<file path="src/rtl/shift_ctrl_pkg.sv">
// Shared types and helpers for the ring/Johnson shift-counter controller.
package shift_ctrl_pkg;

  typedef enum logic {
    RING    = 1'b0,
    JOHNSON = 1'b1
  } mode_e;

  typedef enum logic [1:0] {
    IDLE = 2'd0,
    LOAD = 2'd1,
    RUN  = 2'd2,
    DONE = 2'd3
  } state_e;

  localparam int MAX_WIDTH = 16;

  // Ring starts from a single hot bit in the LSB, Johnson from all zeros.
  function automatic logic [MAX_WIDTH-1:0] seed_of(mode_e m);
    return (m == RING) ? MAX_WIDTH'(1) : '0;
  endfunction

endpackage

</file>
<file path="src/rtl/shift_core.sv">
// Shift register datapath: seeded load, then ring or Johnson rotation.
module shift_core
  import shift_ctrl_pkg::*;
#(
  parameter int WIDTH = 3
) (
  input  logic             clk,
  input  logic             reset,
  input  logic             load,
  input  logic [WIDTH-1:0] seed,
  input  logic             shift_en,
  input  mode_e            mode,
  output logic [WIDTH-1:0] Q
);

  logic feedback;

  // Johnson inverts the bit wrapping from MSB back to LSB.
  assign feedback = (mode == JOHNSON) ? ~Q[WIDTH-1] : Q[WIDTH-1];

  always_ff @(posedge clk or posedge reset) begin
    if (reset) begin
      Q <= WIDTH'(seed_of(RING));
    end else if (load) begin
      Q <= seed;
    end else if (shift_en) begin
      Q <= {Q[WIDTH-2:0], feedback};
    end
  end

endmodule

</file>
<file path="src/rtl/shift_counter_ctrl.sv">
// Sequencer that loads a seed and performs a counted number of shifts,
// with pause, abort and a sticky zero-step error flag.
//
// state | meaning
// IDLE  | waiting for start; Q holds last value
// LOAD  | seed Q and load remaining-step counter
// RUN   | one shift per unpaused cycle until rem reaches 1
// DONE  | single-cycle completion pulse
module shift_counter_ctrl
  import shift_ctrl_pkg::*;
#(
  parameter int WIDTH = 3,
  parameter int CNT_W = 8
) (
  input  logic             clk,
  input  logic             reset,
  input  logic             start,
  input  logic             mode,
  input  logic [CNT_W-1:0] steps,
  input  logic             pause,
  input  logic             abort,
  output logic [WIDTH-1:0] Q,
  output logic             busy,
  output logic             done,
  output logic             err
);

  state_e           state;
  mode_e            mode_q;
  logic [CNT_W-1:0] steps_q;
  logic [CNT_W-1:0] rem;
  logic             load;
  logic             shift_en;
  logic [WIDTH-1:0] seed;

  always_ff @(posedge clk or posedge reset) begin
    if (reset) begin
      state   <= IDLE;
      mode_q  <= RING;
      steps_q <= '0;
      rem     <= '0;
      err     <= 1'b0;
    end else begin
      case (state)
        IDLE: begin
          if (start) begin
            if (steps != '0) begin
              mode_q  <= mode_e'(mode);
              steps_q <= steps;
              err     <= 1'b0;
              state   <= LOAD;
            end else begin
              err <= 1'b1;
            end
          end
        end
        LOAD: begin
          if (abort) begin
            state <= IDLE;
          end else begin
            rem   <= steps_q;
            state <= RUN;
          end
        end
        RUN: begin
          // Abort outranks both pause and the final shift.
          if (abort) begin
            state <= IDLE;
          end else if (!pause) begin
            rem <= rem - CNT_W'(1);
            if (rem == CNT_W'(1)) state <= DONE;
          end
        end
        DONE:    state <= IDLE;
        default: state <= IDLE;
      endcase
    end
  end

  assign load     = (state == LOAD) && !abort;
  assign shift_en = (state == RUN) && !abort && !pause;
  assign seed     = WIDTH'(seed_of(mode_q));
  assign busy     = (state == LOAD) || (state == RUN);
  assign done     = (state == DONE);

  shift_core #(.WIDTH(WIDTH)) u_core (
    .clk      (clk),
    .reset    (reset),
    .load     (load),
    .seed     (seed),
    .shift_en (shift_en),
    .mode     (mode_q),
    .Q        (Q)
  );

endmodule

</file>
<file path="config.mk">
export PLATFORM = sky130hd
export DESIGN_NAME = shift_counter_ctrl
export DESIGN_NICKNAME = d
export VERILOG_FILES = /design/src/rtl/shift_ctrl_pkg.sv /design/src/rtl/shift_core.sv /design/src/rtl/shift_counter_ctrl.sv
export SDC_FILE = /design/constraint.sdc
export NUM_CORES = 1
export LEC_CHECK = 0
export CORE_ASPECT_RATIO = 1.5
export CORE_UTILIZATION = 61
export CTS_BUF_LIST = sky130_fd_sc_hd__clkbuf_4
export DETAILED_ROUTE_END_ITERATION = 8
export DONT_BUFFER_PORTS = 1
export MAX_ROUTING_LAYER = met4
export PLACE_DENSITY = 0.76
export SYNTH_ARGS = -nofsm -noshare
export SYNTH_HDL_FRONTEND = slang
export SYNTH_SLANG_ARGS = --single-unit
</file>
<file path="constraint.sdc">
create_clock -name clk -period 2.5 [get_ports clk]
set_input_delay 0.75 -clock clk [delete_from_list [all_inputs] [get_ports clk]]
set_output_delay 0.75 -clock clk [all_outputs]
set_load 0.01 [all_outputs]
</file>
==> reports/metrics.json, run 1 <==
{
  "tritoncts_num_sinks": 23,
  "cts_hold_buf": 0,
  "rsz0062_at_grt": "no",
  "cell_by_cell_trace_of_the_critical_path": "inv_1 -> ha_1",
  "power_per_cell_area_mw_per_mm2": 1200,
  "yosysMostFrequentCell": "dfrtp_1",
  "power.ir.vdd_worst_mv": 0.837,
  "synthesis.yosys.warnings": 0,
  "final_min_period_over_clock_period": 0.765,
  "cp_data_required_time_ps": 1750,
  "cts-buffers-inserted": 3,
  "h-tree-depth": 1,
  "finalHoldViolations": 0,
  "worst-setup-path-type": "flop to output pin",
  "worst_slew_margin_rel": 0.442,
  "clk_latency_ps": 300,
  "routed_wirelength_um": 2300,
  "first_global_vias": 924,
  "switching_power_w": 0.000594,
  "final.min_clock_period_ps": 1910,
  "grt_pass1_wl_um": 4050,
  "cts_tree": "done",
  "final_cell_count_no_fill": 144,
  "utilization": 0.690,
  "power.static_leakage_nw": 0.544,
  "drive_above_1_share": 0.171,
  "cpLargestDelayFamily": "flip-flops",
  "post_synth_inst_count": 121,
  "grt_start_max_net_pins": 25,
  "final_estimated_routing_congestion_in_global_placement": 0.739,
  "internal_power_w": 0.000945,
  "viasPerCell": 6.24,
  "worst-path-max-fanout": 4,
  "number_of_synthesized_flops_with_an_enable_pin": 0,
  "initial_antenna_violation_count": 0,
  "synth_sequential_area_ratio": 0.470,
  "worst-slew-pin-transition_ps": 835,
  "setup.worst_path.end_class": "output pin",
  "grt_overflow": 0,
  "post-layout-total-power_w": 0.00154,
  "grt_util_all_layers": 0.264,
  "cts-resized-gates": 0,
  "antenna_cells_inserted": 0,
  "syn_area_per_cell_um2": 10.1,
  "critPathLaunchType": "flop",
  "drv.max_cap_violation_count": 0,
  "final_critical_path_setup_slack_ps": 587,
  "synth_top_cell_by_area": "dfrtp_1",
  "final_nets": 145,
  "drtAntennaViolNets": 0,
  "hold_class": "primary input to async pin",
  "die-height_um": 56.9,
  "row_count": 19,
  "final-setup-viol-count": 0,
  "asyncSetResetFlopFracSynth": 1.00,
  "fmax_mhz": 523,
  "synth_area_mm2": 0.00123,
  "floorplan.die_area_mm2": 0.00220,
  "run_status": "completed",
  "area_of_the_placeable_core_mm2": 0.00185,
  "area_growth_syn_to_layout_pct": 4.28,
  "design.portCount": 20,
  "placement.io_buffers": 0,
  "synth.distinct_cells": 30,
  "arrival_ps": 1160,
  "fin_skew_ps": 2.36,
  "hpwlAfterDp_um": 1750,
  "synth-seq-cells": 23,
  "post_synth_most_frequent_cells": "dfrtp_1 (22), a21oi_1 (11), inv_1 (10)",
  "die_width_um": 38.6,
  "seq_power_share": 0.461,
  "crit_slowest_cell": "dfrtp_1",
  "dp_slack_ps": 573,
  "route.detailed.wl_per_inst_um": 16.0,
  "finalMaxSlewViolations": 0,
  "iteration_count_of_the_initial_detailed_routing_pass": 4,
  "combinationalPowerShare": 0.424,
  "post-route-drc-count": 0,
  "dominantRegCellSynth": "dfrtp_1",
  "vias": 899,
  "yosysTopAreaCellShare": 0.449,
  "longest_clk_path_bufs": 2,
  "clock_tree.root_cell": "clkbuf_4",
  "proportion_of_power_drawn_by_the_clock_network": 0.114,
  "synthesis.nets": 142,
  "post_cts_clock_slew_at_the_launch_and_capture_registers_of_the_worst_setup_and_hold_paths_ps": 120,
  "sw_frac_of_total": 0.386,
  "drt-initial-drc-count": 26,
  "post_synth_main_area_contributors": "dfrtp_1 (45%), mux2_2 (8.3%), ha_1 (7.1%)",
  "final.setup.tns_ps": 0,
  "critical_path.max_stage_delay_ps": 420,
  "place_inst": 140,
  "post_cts.repair.setup_buffers": 0,
  "start_util": 0.662,
  "critPathBufInv": 1
}
[cell type report]
type / instances / area [um2]
clock buffers: 4 / 30.0
inverters: 10 / 37.5
fillers: 155 / 574
multi-input cells: 85 / 602
repair buffers: 1 / 7.51
flip-flops and latches: 23 / 577
well taps: 21 / 26.3
[power groups by stage]
| stage | sequential [W] | combinational (W) | clock [W] |
|---|---|---|---|
| floorplan | 0.000665 | 0.000549 | 0 |
| global placement | 0.000708 | 0.000620 | 0 |
| detailed placement | 0.000718 | 0.000652 | 0 |
| CTS | 0.000711 | 0.000655 | 0.000181 |
| global route | 0.000739 | 0.000735 | 0.000203 |
| finish | 0.000710 | 0.000653 | 0.000176 |
[logic make-up (layout without fill, tap and decap cells)]
group | Yosys count | count (layout) | share of synthesized area
adder cells (fa/ha/maj) | 7 | 7 | 0.0714
buffers and inverters | 13 | 15 | 0.0398
AO/OA/AOI/OAI | 38 | 38 | 0.202
flip-flops | 23 | 23 | 0.470
multiplexers | 11 | 11 | 0.0989
AND/OR/NAND/NOR | 29 | 29 | 0.118
[final timing paths]
path | startpoint | endpoint | slack, ps | cells past startpoint
setup / recovery | state[0] | busy | 590 | 2
min in group clk | mode_q | u_core.Q[0] | 480 | 1
max in group asynchronous | reset | steps_q[2] | 1500 | 1
hold reg to reg | mode_q | u_core.Q[0] | 480 | 1
setup reg to reg | rem[1] | rem[6] | 630 | 6
hold / removal | reset | u_core.Q[2] | 480 | 1
[per-stage QoR]
| stage | hold slack, ps | cell area [um2] |
|---|---|---|
| after floorplan | 419 | 1230 |
| after global placement | 468 | 1250 |
| after detailed placement | 456 | 1250 |
| after CTS | 476 | 1280 |
| after global routing | 499 | 1280 |
| final | 482 | 1280 |
[flip-flops by register name (all words and copies together), names as in the netlist]
| signal | cells |
|---|---|
| err | 1 |
| mode_q | 1 |
| rem | 8 |
| state | 2 |
| steps_q | 8 |
| u_core.Q | 3 |
[layout by cell type (no fill, tap or decap), drive strengths merged]
cell,count
dfrtp,22
a21oi,13
inv,10
mux2,9
nand2,8
nor2,7
o21ai,7
ha,7
o22ai,5
nand3,4
a2bb2oi,4
clkbuf,4
nor2b,3
nor4,2
a31oi,2
mux2i,2
nor3,1
o21bai,1
a21o,1
a21bo,1
nor4b,1
nand2b,1
o211ai,1
o22a,1
or3b,1
or3,1
a221o,1
o21a,1
buf,1
dfstp,1
[metal layers]
metal | track usage | vias up | part of all wire
met1 | 0.339 | 440 | 0.44
met5 | - | - | 0
met3 | 0.0506 | 4 | 0.028
li1 | - | 439 | -
met4 | 0.0985 | 0 | 0.011
met2 | 0.410 | 16 | 0.52
No activity file was read; power rests on OpenSTA's default activity.
==> run 2, diff against run 1 <==
==> constraint.sdc (replaced) <==
create_clock -name clk -period 1.8 [get_ports clk]
set_input_delay 0.54 -clock clk [delete_from_list [all_inputs] [get_ports clk]]
set_output_delay 0.54 -clock clk [all_outputs]
set_load 0.01 [all_outputs]
==> run 2 against run 1 <==
- design area rose by 8.1%
- combinational power rose by 62%
- worst setup slack got worse by 500 ps
- clock skew barely moved
- clock power rose by 44%
- critical endpoint is now rem[6]
- highest routed layer unchanged
==> reports/metrics.json, run 2 (synthesized netlist as in run 1, its figures left out) <==
{
  "clk_latency": {"value": 300, "unit": "ps", "change": "about the same"},
  "grt_start_max_net_pins": {"value": 24, "change": "was 25"},
  "fmax_mhz": 584,
  "multiInputGateArea": {"value": 648, "unit": "um2", "change": "was 602 um2"},
  "seq_power_share": {"value": 0.429, "change": "was 0.461"},
  "combinationalPowerShare": {"value": 0.461, "change": "was 0.424"},
  "design.portCount": {"value": 20, "change": "unchanged"},
  "cell_by_cell_trace_of_the_critical_path": {"value": "inv_1 -> ha_4 -> or3b_4 -> or3_4 -> a21oi_2 -> a2bb2oi_1", "change": "was inv_1 -> ha_1"},
  "grt_overflow": {"value": 0, "change": "unchanged"},
  "sw_frac_of_total": {"value": 0.387, "change": "was 0.386"},
  "finalMaxSlewViolations": {"value": 0, "change": "unchanged"},
  "r2r_slack": {"value": 90, "unit": "ps", "change": "was 630 ps"},
  "post-route-drc-count": {"value": 0, "change": "unchanged"},
  "antenna_cells_inserted": {"value": 0, "change": "unchanged"},
  "final_estimated_routing_congestion_in_global_placement": {"value": 0.798, "change": "was 0.739"},
  "arrival": {"value": 1950, "unit": "ps", "change": "was 1160 ps"},
  "drtAntennaViolNets": {"value": 0, "change": "unchanged"},
  "setup.worst_path.end_class": {"value": "flop", "change": "was output pin"},
  "crit_slowest_cell": {"value": "dfrtp_1", "change": "unchanged"},
  "hold_class": {"value": "primary input to async pin", "change": "unchanged"},
  "final_min_period_over_clock_period": 0.950,
  "final_cell_count_no_fill": {"value": 150, "change": "was 144"},
  "proportion_of_power_drawn_by_the_clock_network": {"value": 0.110, "change": "was 0.114"},
  "drv.max_cap_violation_count": {"value": 0, "change": "unchanged"},
  "initial_antenna_violation_count": {"value": 0, "change": "unchanged"},
  "area_of_the_placeable_core": {"value": 0.00185, "unit": "mm2", "change": "unchanged"},
  "run_status": {"value": "completed", "change": "unchanged"},
  "worst_slew_margin_rel": {"value": 0.463, "change": "was 0.442"},
  "drive_above_1_share": {"value": 0.256, "change": "was 0.171"},
  "cts-buffers-inserted": {"value": 3, "change": "unchanged"},
  "clock_tree.root_cell": {"value": "clkbuf_4", "change": "unchanged"},
  "row_count": {"value": 19, "change": "unchanged"},
  "viasPerCell": {"value": 6.19, "change": "was 6.24"},
  "final.setup.tns": {"value": 0, "unit": "ps", "change": "unchanged"},
  "nFillCells": {"value": 129, "change": "was 155"},
  "start_util": {"value": 0.662, "change": "unchanged"},
  "switching_power": {"value": 0.000892, "unit": "W", "change": "was 0.000594 W"},
  "critPathLaunchType": {"value": "flop", "change": "unchanged"},
  "rsz0062_at_grt": {"value": "no", "change": "unchanged"},
  "final_common_cell": {"value": "dfrtp_1", "change": "unchanged"},
  "die-height": {"value": 56.9, "unit": "um", "change": "unchanged"},
  "power.ir.vdd_worst": {"value": 1.20, "unit": "mV", "change": "was 0.837 mV"},
  "post_cts.repair.setup_buffers": {"value": 0, "change": "unchanged"},
  "power.static_leakage": {"value": 0.582, "unit": "nW", "change": "was 0.544 nW"},
  "post_cts_clock_slew_at_the_launch_and_capture_registers_of_the_worst_setup_and_hold_paths": {"value": 130, "unit": "ps", "change": "was 120 ps"},
  "rr_worst_depth": {"value": 6, "change": "unchanged"},
  "finalHoldViolations": {"value": 0, "change": "unchanged"},
  "routed_wirelength": {"value": 2520, "unit": "um", "change": "was 2300 um"},
  "layout_common_cells": {"value": "dfrtp_1 (22), a21oi_1 (10), mux2_2 (9), inv_1 (9), nand2_1 (8)", "change": "was dfrtp_1 (22), a21oi_1 (11), inv_1 (10), mux2_2 (9), nand2_1 (8)"},
  "sequential_cell_area": {"value": 577, "unit": "um2", "change": "unchanged"},
  "fin_skew": {"value": 2.48, "unit": "ps", "change": "was 2.36 ps"},
  "cts_tree": {"value": "done", "change": "unchanged"},
  "iteration_count_of_the_initial_detailed_routing_pass": {"value": 4, "change": "unchanged"},
  "worst-setup-path-type": {"value": "flop to flop", "change": "was flop to output pin"},
  "grt_pass1_wl": {"value": 4050, "unit": "um", "change": "unchanged"},
  "final_nets": {"value": 151, "change": "was 145"},
  "tritoncts_num_sinks": {"value": 23, "change": "unchanged"},
  "biggestRegsByFlops": {"value": "rem (8), steps_q (8), u_core.Q (3)", "change": "unchanged"},
  "first_global_vias": {"value": 959, "change": "was 924"},
  "drt-initial-drc-count": {"value": 25, "change": "was 26"},
  "die_width": {"value": 38.6, "unit": "um", "change": "unchanged"},
  "h-tree-depth": {"value": 1, "change": "unchanged"},
  "internal_power": {"value": 0.00141, "unit": "W", "change": "was 0.000945 W"},
  "place_inst": {"value": 146, "change": "was 140"},
  "vias": {"value": 929, "change": "was 899"},
  "power_per_cell_area": {"value": 1670, "unit": "mW/mm2", "change": "was 1200 mW/mm2"},
  "cts_hold_buf": {"value": 0, "change": "unchanged"},
  "critical_path.max_stage_delay": {"value": 400, "unit": "ps", "change": "was 420 ps"},
  "area_growth_syn_to_layout": {"value": 12.7, "unit": "%", "change": "was 4.28%"},
  "cp_data_required_time": {"value": 2040, "unit": "ps", "change": "was 1750 ps"},
  "final.min_clock_period_ps": 1710,
  "final-setup-viol-count": {"value": 0, "change": "unchanged"},
  "worst-path-max-fanout": {"value": 3, "change": "was 4"},
  "hpwlAfterDp": {"value": 1930, "unit": "um", "change": "was 1750 um"},
  "grt_util_all_layers": {"value": 0.263, "change": "was 0.264"},
  "route.detailed.wl_per_inst": {"value": 16.8, "unit": "um", "change": "was 16.0 um"},
  "worst-slew-pin-transition": {"value": 798, "unit": "ps", "change": "was 835 ps"},
  "placement.io_buffers": {"value": 0, "change": "unchanged"},
  "floorplan.die_area": {"value": 0.00220, "unit": "mm2", "change": "unchanged"},
  "longest_clk_path_bufs": {"value": 2, "change": "unchanged"}
}
[run 2: through the flow]
step	power, W	setup WS [ps]	area, um2	hold slack (ps)	utilization
floorplan	0.00169	124	1230	419	-
global placement	0.00192	117	1310	397	0.705
detailed placement	0.00199	17.6	1310	403	0.705
CTS	0.00225	17.2	1340	56.9	0.723
global route	0.00247	8.50	1380	57.4	0.746
finish	0.00230	89.1	1380	59.8	0.746
[run 2: layout make-up]
class / instances / area share
Sequential cell: 23 / 0.417
Timing Repair Buffer: 7 / 0.0470
Clock buffer: 4 / 0.0217
Inverter: 10 / 0.0271
Multi-Input combinational cell: 85 / 0.468
Tap cell: 21 / 0.0190
[run 2: final timing paths]
check,from,endpoint
worst max-delay path,rem[0],rem[6]
worst min-delay path,reset,rem[2]
worst max register to register,rem[0],rem[6]
worst min register to register,mode_q,u_core.Q[0]
max in group asynchronous,reset,err
min in group clk,steps[6],steps_q[6]
[run 2: worst max-delay path, delay by kind of cell (launching register included)]
kind,cells,cell delay (ps)
simple gates,2,730
flops,1,400
compound gates,2,270
fa+ha+maj,1,140
buf+inv,1,100
[run 2: power by group through the flow]
| stage | combinational (W) | clock (W) | sequential [W] |
|---|---|---|---|
| final | 0.00106 | 0.000253 | 0.000989 |
| after global routing | 0.00117 | 0.000282 | 0.00102 |
| after CTS | 0.00101 | 0.000261 | 0.000976 |
| after detailed placement | 0.00101 | 0 | 0.000986 |
| after global placement | 0.000949 | 0 | 0.000974 |
| after floorplan | 0.000763 | 0 | 0.000924 |
[run 2: per-layer routing]
layer | vias up | wire, um | GRT usage
met5 | - | 0 | -
met4 | 0 | 41 | 0.108
met3 | 6 | 81 | 0.0428
met2 | 21 | 1320 | 0.407
met1 | 451 | 1080 | 0.337
li1 | 451 | - | -
[run 2: timing repair]
action | 4_1_cts | 5_1_grt
resized for setup | 1 | 8
endpoints found under the setup margin | 1 | 13
pin swaps | 1 | 0
gates cloned | 0 | 0
